File: config.mk
export PLATFORM = sky130hd
export DESIGN_NAME = ahb_slave_if
export DESIGN_NICKNAME = d
export VERILOG_FILES = /design/src/rtl/ahb_pkg.sv /design/src/rtl/ahb_slv_decoder.sv /design/src/rtl/ahb_slave_if.sv
export SDC_FILE = /design/constraint.sdc
export NUM_CORES = 1
export LEC_CHECK = 0
export BUFFER_PORTS_ARGS = -buffer_cell sky130_fd_sc_hd__buf_2
export CAP_MARGIN = 25
export CORE_ASPECT_RATIO = 1.1
export CORE_MARGIN = 2
export CORE_UTILIZATION = 50
export DETAILED_ROUTE_END_ITERATION = 12
export HOLD_SLACK_MARGIN = 0.1
export PLACE_DENSITY = 0.94
export SLEW_MARGIN = 20
export SYNTH_ARGS = -nofsm -noshare
export SYNTH_HDL_FRONTEND = slang
export SYNTH_HIERARCHICAL = 1
export SYNTH_SLANG_ARGS = --single-unit
File: constraint.sdc
create_clock -name Hclk -period 5.6 [get_ports Hclk]
set_input_delay 0.28 -clock Hclk [delete_from_list [all_inputs] [get_ports Hclk]]
set_output_delay 0.28 -clock Hclk [all_outputs]
set_load 0.02 [all_outputs]
File: src/rtl/ahb_pkg.sv
// Shared AHB slave definitions: transfer/response codes, peripheral address map
// and FSM state type. Used by ahb_slave_if and ahb_slv_decoder.
package ahb_pkg;

  localparam logic [1:0] HTRANS_IDLE   = 2'b00;
  localparam logic [1:0] HTRANS_BUSY   = 2'b01;
  localparam logic [1:0] HTRANS_NONSEQ = 2'b10;
  localparam logic [1:0] HTRANS_SEQ    = 2'b11;

  localparam logic [1:0] HRESP_OKAY  = 2'b00;
  localparam logic [1:0] HRESP_ERROR = 2'b01;

  localparam logic [31:0] SLV0_BASE  = 32'h8000_0000;
  localparam logic [31:0] SLV0_LIMIT = 32'h83FF_FFFF;
  localparam logic [31:0] SLV1_BASE  = 32'h8400_0000;
  localparam logic [31:0] SLV1_LIMIT = 32'h87FF_FFFF;
  localparam logic [31:0] SLV2_BASE  = 32'h8800_0000;
  localparam logic [31:0] SLV2_LIMIT = 32'h8BFF_FFFF;

  localparam logic [2:0] SEL_NONE = 3'b000;
  localparam logic [2:0] SEL_SLV0 = 3'b001;
  localparam logic [2:0] SEL_SLV1 = 3'b010;
  localparam logic [2:0] SEL_SLV2 = 3'b100;

  typedef enum logic [1:0] {
    ST_IDLE = 2'd0,
    ST_BUSY = 2'd1,
    ST_ERR1 = 2'd2,
    ST_ERR2 = 2'd3
  } ahb_state_e;

  function automatic logic in_range(input logic [31:0] addr,
                                    input logic [31:0] lo,
                                    input logic [31:0] hi);
    return (addr >= lo) && (addr <= hi);
  endfunction

endpackage

File: src/rtl/ahb_slv_decoder.sv
// Combinational address decoder: maps an AHB address onto the one-hot
// peripheral select and an in-map flag. No wrap handling; top of space is unmapped.
module ahb_slv_decoder
  import ahb_pkg::*;
(
  input  logic [31:0] i_haddr,
  output logic [2:0]  o_sel,
  output logic        o_inmap
);

  always_comb begin
    o_sel = SEL_NONE;
    if (in_range(i_haddr, SLV0_BASE, SLV0_LIMIT)) begin
      o_sel = SEL_SLV0;
    end else if (in_range(i_haddr, SLV1_BASE, SLV1_LIMIT)) begin
      o_sel = SEL_SLV1;
    end else if (in_range(i_haddr, SLV2_BASE, SLV2_LIMIT)) begin
      o_sel = SEL_SLV2;
    end
  end

  assign o_inmap = |o_sel;

endmodule

File: src/rtl/ahb_slave_if.sv
// AHB slave front end feeding an APB-style downstream: address/data pipeline,
// peripheral select and transfer FSM. Define AHB_SLV_ERR_EN for ERROR responses + timeout.
module ahb_slave_if
  import ahb_pkg::*;
#(
  parameter int unsigned TIMEOUT_CYC = 16
) (
  input  logic        Hclk,
  input  logic        Hreset,
  input  logic        Hwrite,
  input  logic        Hreadyin,
  input  logic [1:0]  Htrans,
  input  logic [31:0] Haddr,
  input  logic [31:0] Hwdata,
  input  logic        ds_ready,
  output logic        Hreadyout,
  output logic [1:0]  Hresp,
  output logic        valid,
  output logic [31:0] Haddr1,
  output logic [31:0] Haddr2,
  output logic [31:0] Hwdata1,
  output logic [31:0] Hwdata2,
  output logic        Hwritereg,
  output logic [2:0]  tempselx
);

  if (TIMEOUT_CYC < 2 || TIMEOUT_CYC > 256) begin : g_bad_timeout
    $error("TIMEOUT_CYC must lie in 2..256");
  end

  logic [2:0]  w_sel;
  logic        w_inmap;
  logic        w_trans_act;
  logic        w_hready;
  logic        w_accept;
  ahb_state_e  w_launch;

  ahb_state_e  r_state;
  logic        r_valid;
  logic [1:0]  r_hresp;
  logic [31:0] r_haddr1;
  logic [31:0] r_haddr2;
  logic [31:0] r_hwdata1;
  logic [31:0] r_hwdata2;
  logic        r_hwrite;
  logic [2:0]  r_sel;

`ifdef AHB_SLV_ERR_EN
  localparam int unsigned CW = $clog2(TIMEOUT_CYC);
  localparam logic [CW-1:0] CNT_TOP = CW'(TIMEOUT_CYC - 1);
  logic [CW-1:0] r_cnt;
`endif

  ahb_slv_decoder u_dec (
    .i_haddr (Haddr),
    .o_sel   (w_sel),
    .o_inmap (w_inmap)
  );

  assign w_trans_act = (Htrans == HTRANS_NONSEQ) || (Htrans == HTRANS_SEQ);

  always_comb begin
    w_hready = 1'b1;
    unique case (r_state)
      ST_BUSY: w_hready = ds_ready;
`ifdef AHB_SLV_ERR_EN
      ST_ERR1: w_hready = 1'b0;
`endif
      default: w_hready = 1'b1;
    endcase
  end

  // ERR2 drives HREADY high but must still refuse the address phase it overlaps
  assign w_accept = Hreadyin && w_hready && w_trans_act &&
                    ((r_state == ST_IDLE) || (r_state == ST_BUSY));

  always_comb begin
    w_launch = ST_IDLE;
    if (w_accept) begin
      if (w_inmap) begin
        w_launch = ST_BUSY;
      end
`ifdef AHB_SLV_ERR_EN
      else begin
        w_launch = ST_ERR1;
      end
`endif
    end
  end

  always_ff @(posedge Hclk or posedge Hreset) begin
    if (Hreset) begin
      r_haddr1  <= '0;
      r_haddr2  <= '0;
      r_hwdata1 <= '0;
      r_hwdata2 <= '0;
      r_hwrite  <= 1'b0;
      r_sel     <= SEL_NONE;
    end else if (Hreadyin) begin
      r_haddr1  <= Haddr;
      r_haddr2  <= r_haddr1;
      r_hwdata1 <= Hwdata;
      r_hwdata2 <= r_hwdata1;
      r_hwrite  <= Hwrite;
      r_sel     <= w_sel;
    end
  end

  always_ff @(posedge Hclk or posedge Hreset) begin
    if (Hreset) begin
      r_state <= ST_IDLE;
      r_valid <= 1'b0;
      r_hresp <= HRESP_OKAY;
`ifdef AHB_SLV_ERR_EN
      r_cnt   <= '0;
`endif
    end else begin
`ifdef AHB_SLV_ERR_EN
      r_cnt <= '0;
`endif
      unique case (r_state)
        ST_BUSY: begin
          if (ds_ready) begin
            r_state <= w_launch;
            r_valid <= (w_launch == ST_BUSY);
            r_hresp <= (w_launch == ST_ERR1) ? HRESP_ERROR : HRESP_OKAY;
          end
`ifdef AHB_SLV_ERR_EN
          else if (r_cnt == CNT_TOP) begin
            r_state <= ST_ERR1;
            r_valid <= 1'b0;
            r_hresp <= HRESP_ERROR;
          end else begin
            r_cnt <= r_cnt + 1'b1;
          end
`endif
        end
`ifdef AHB_SLV_ERR_EN
        ST_ERR1: begin
          r_state <= ST_ERR2;
          r_valid <= 1'b0;
          r_hresp <= HRESP_ERROR;
        end
        ST_ERR2: begin
          r_state <= ST_IDLE;
          r_valid <= 1'b0;
          r_hresp <= HRESP_OKAY;
        end
`endif
        default: begin
          r_state <= w_launch;
          r_valid <= (w_launch == ST_BUSY);
          r_hresp <= (w_launch == ST_ERR1) ? HRESP_ERROR : HRESP_OKAY;
        end
      endcase
    end
  end

  assign Hreadyout = w_hready;
  assign Hresp     = r_hresp;
  assign valid     = r_valid;
  assign Haddr1    = r_haddr1;
  assign Haddr2    = r_haddr2;
  assign Hwdata1   = r_hwdata1;
  assign Hwdata2   = r_hwdata2;
  assign Hwritereg = r_hwrite;
  assign tempselx  = r_sel;

endmodule

==> results by group <==
Place
  • Port bufs: 203
  • Routability cong.: 0.764
  • DP Wirelength: 7480 um

Timing
  • Tightest Pin Transition: 0.875 ns
  • Slew headroom: 0.417
  • RSZ-0062 raised after global routing: false
  • Fmax achieved: 521 MHz
  • Crit path time final: 1.92 ns
  • Final setup fails: 0
  • Final hold violations: 0
  • Setup Skew: 0.00562 ns
  • Period utilization: 0.342
  • Pins Over Slew Limit: 0
  • Setup_tns: 0 ns

Cells and area
  • Diodes inserted: 0
  • FILL cells: 706
  • Area grow syn2layout: 37.1%
  • Nets: 594
  • Post-layout util: 0.702
  • Layout cells sized above 1: 0.695
  • Register area: 0.00333 mm^2
  • Area of the multi-input gates: 0.00182 mm^2

Floorplan
  • Initial Util: 0.511
  • Die area: 0.0114 mm^2
  • Boundary pin count: 207
  • Die Wd: 102 um
  • Num rows: 39
  • Core box area: 0.0103 mm^2
  • Die H: 112 um

Routing
  • Via count: 3,307
  • Vias per inst: 4.88
  • Detailed Route WL: 11,300 um
  • DRT Pass-1 Iters: 4
  • Routed length per instance: 16.7 um
  • Initial DRC Count: 90
  • Drc violations: 0
  • Antenna Nets Post-Route: 0

Clocking
  • Clock transition at the registers of the reported paths: 0.06 ns
  • H-tree depth: 4
  • Deepest clock path buffer count: 2
  • Hold Buf Count CTS: 23
  • Clk Latency, worst-skew pair: 0.41 ns
  • CTS Root Cell: clkbuf_16
  • TritonCTS clock tree: yes
  • CTS buffer count: 17
  • Sink Count: 133
  • CTS resizes: 0
  • Setup Fix Bufs, Post-CTS: 0

Setup path
  • CP arrival: 2.34 ns
  • Slowest stage delay, CP: 0.78 ns
  • Max FO, Critical Path: 70
  • Startpoint types: input port
  • WP data required: 6.02 ns
  • Ordered cell list for the critical path: dlygate4sd3_1 -> buf_2 -> inv_4 -> buf_4
  • Crit Path Category: input port to async pin
  • Crit. End Element: async pin
  • CP max-delay cell: buf_4

Global routing
  • Largest net degree at the start of global routing: 86
  • Overflow left after global routing: 0
  • Antenna violations before repair: 0
  • Total GRT Usage: 0.205
  • Number of global-route vias before repair: 3,590
  • First-pass GRT wire length: 18,100 um

Synthesis
  • Syn. warnings: 6
  • Synth Area per Inst: 18.1 um^2
  • Synth top area share: 0.629
  • Syn Std Cell Area: 0.00529 mm^2
  • Post-synthesis sequential area ratio: 0.629
  • Yosys top cell by area: dfrtp_1
  • Synth unique cells: 15
  • Mapped Cells: 292
  • #FFs+latches synth: 133
  • Top cells by area, synth: dfrtp_1 (63%), mux2_4 (20%), mux2_2 (13%), buf_6 (1.9%), buf_2 (0.57%)

Min path
  • Hold WC Path Type: input port to register

Run status
  • Status: completed

Power and ir drop
  • Pwr per Cell Area: 403 mW/mm^2
  • Static Leak: 3.64 nW
  • Peak VDD IR: 0.207 mV

Job
  • Max Cap Viol: 0
## Yosys cell counts, drive strengths merged
cell	number
a21oi	1
buf	17
conb	1
dfrtp	133
inv	1
mux2	132
nand2	1
nand2b	1
nand3	1
nor3	1
nor3b	2
or4b	1
## layout by cell type (no fill, tap or decap), types with 3 or more instances in the layout
cell and count:
mux2_4 69, dlygate4sd3_1 23, mux2_2 63, clkbuf_16 17
dfrtp_1 133, clkinvlp_4 4, bufinv_16 6, buf_2 202
clkinv_2 3
## final cells by class
cell class	instances	share of cell area
Timing Repair Buffer	228	0.175
Sequential cell	133	0.459
Inverter	1	0.000862
Tap cell	143	0.0247
Clock buffer	17	0.0586
Clock inverter	14	0.0322
Multi-Input combinational cell	142	0.250
## routing by layer
metal	track usage	part of all wire	wire length, um	up-vias
li1	-	-	-	1484
met1	0.238	0.38	4330	1681
met2	0.357	0.53	6040	127
met3	0.0565	0.068	765	15
met4	0.0756	0.015	171	0
met5	0	0	0	-
## path summary, 6_finish.rpt
check	start	to	slack [ns]	depth (start not counted)
max in group Hclk	Hreadyin	Hwdata2[15]$_DFFE_PP0P_	3.70	3
setup / recovery	Hreset	Haddr2[15]$_DFFE_PP0P_	3.68	4
hold / removal	Hwdata[22]	Hwdata1[22]$_DFFE_PP0P_	0.11	2
setup reg to reg	Hwdata1[20]$_DFFE_PP0P_	Hwdata1[20]$_DFFE_PP0P_	4.79	1
hold reg to reg	Hwdata2[31]$_DFFE_PP0P_	Hwdata2[31]$_DFFE_PP0P_	0.50	1
min in group asynchronous	Hreset	Haddr2[23]$_DFFE_PP0P_	0.56	3
## power breakdown
group,switching [mW],internal [mW],leakage (nW)
clock,0.408,0.830,0.311
combinational,0.285,0.244,1.77
sequential,0.0765,1.08,1.57
total,0.769,2.15,3.64
## registers in the layout (all words and copies together), names as in the netlist
| signal | count |
|---|---|
| Haddr1 | 32 |
| Haddr2 | 32 |
| Hwdata1 | 32 |
| Hwdata2 | 32 |
| tempselx | 3 |
| Hwritereg | 1 |
| valid | 1 |
## metrics by stage
step / hold WS, ns / power (mW) / instance area [um^2] / worst slack (ns) / instances
after detailed placement: 0.467 / 1.69 / 6370 / 3.32 / 624
after global placement: 0.443 / 1.66 / 6370 / 3.39 / 624
after floorplan: 0.425 / 1.50 / 5300 / 1.77 / 293
final: 0.109 / 2.92 / 7260 / 3.68 / 678
after global routing: 0.104 / 3.04 / 7260 / 3.35 / 678
after CTS: 0.100 / 2.95 / 7260 / 3.60 / 678
## kinds of logic (layout without fill, tap and decap cells)
family	count (synthesis)	count (layout)	synth area share
other cells	1	2	0.000709
mux	132	132	0.330
buf+inv	18	260	0.0284
compound gates	1	1	0.000945
flops	133	133	0.629
simple gates	7	7	0.0111
## worst max-delay path: cells and delay by family
| family | cells | cell delay (ns) |
|---|---|---|
| buffers and inverters | 4 | 1.97 |
Note: power is estimated with default switching activity, not from simulation.
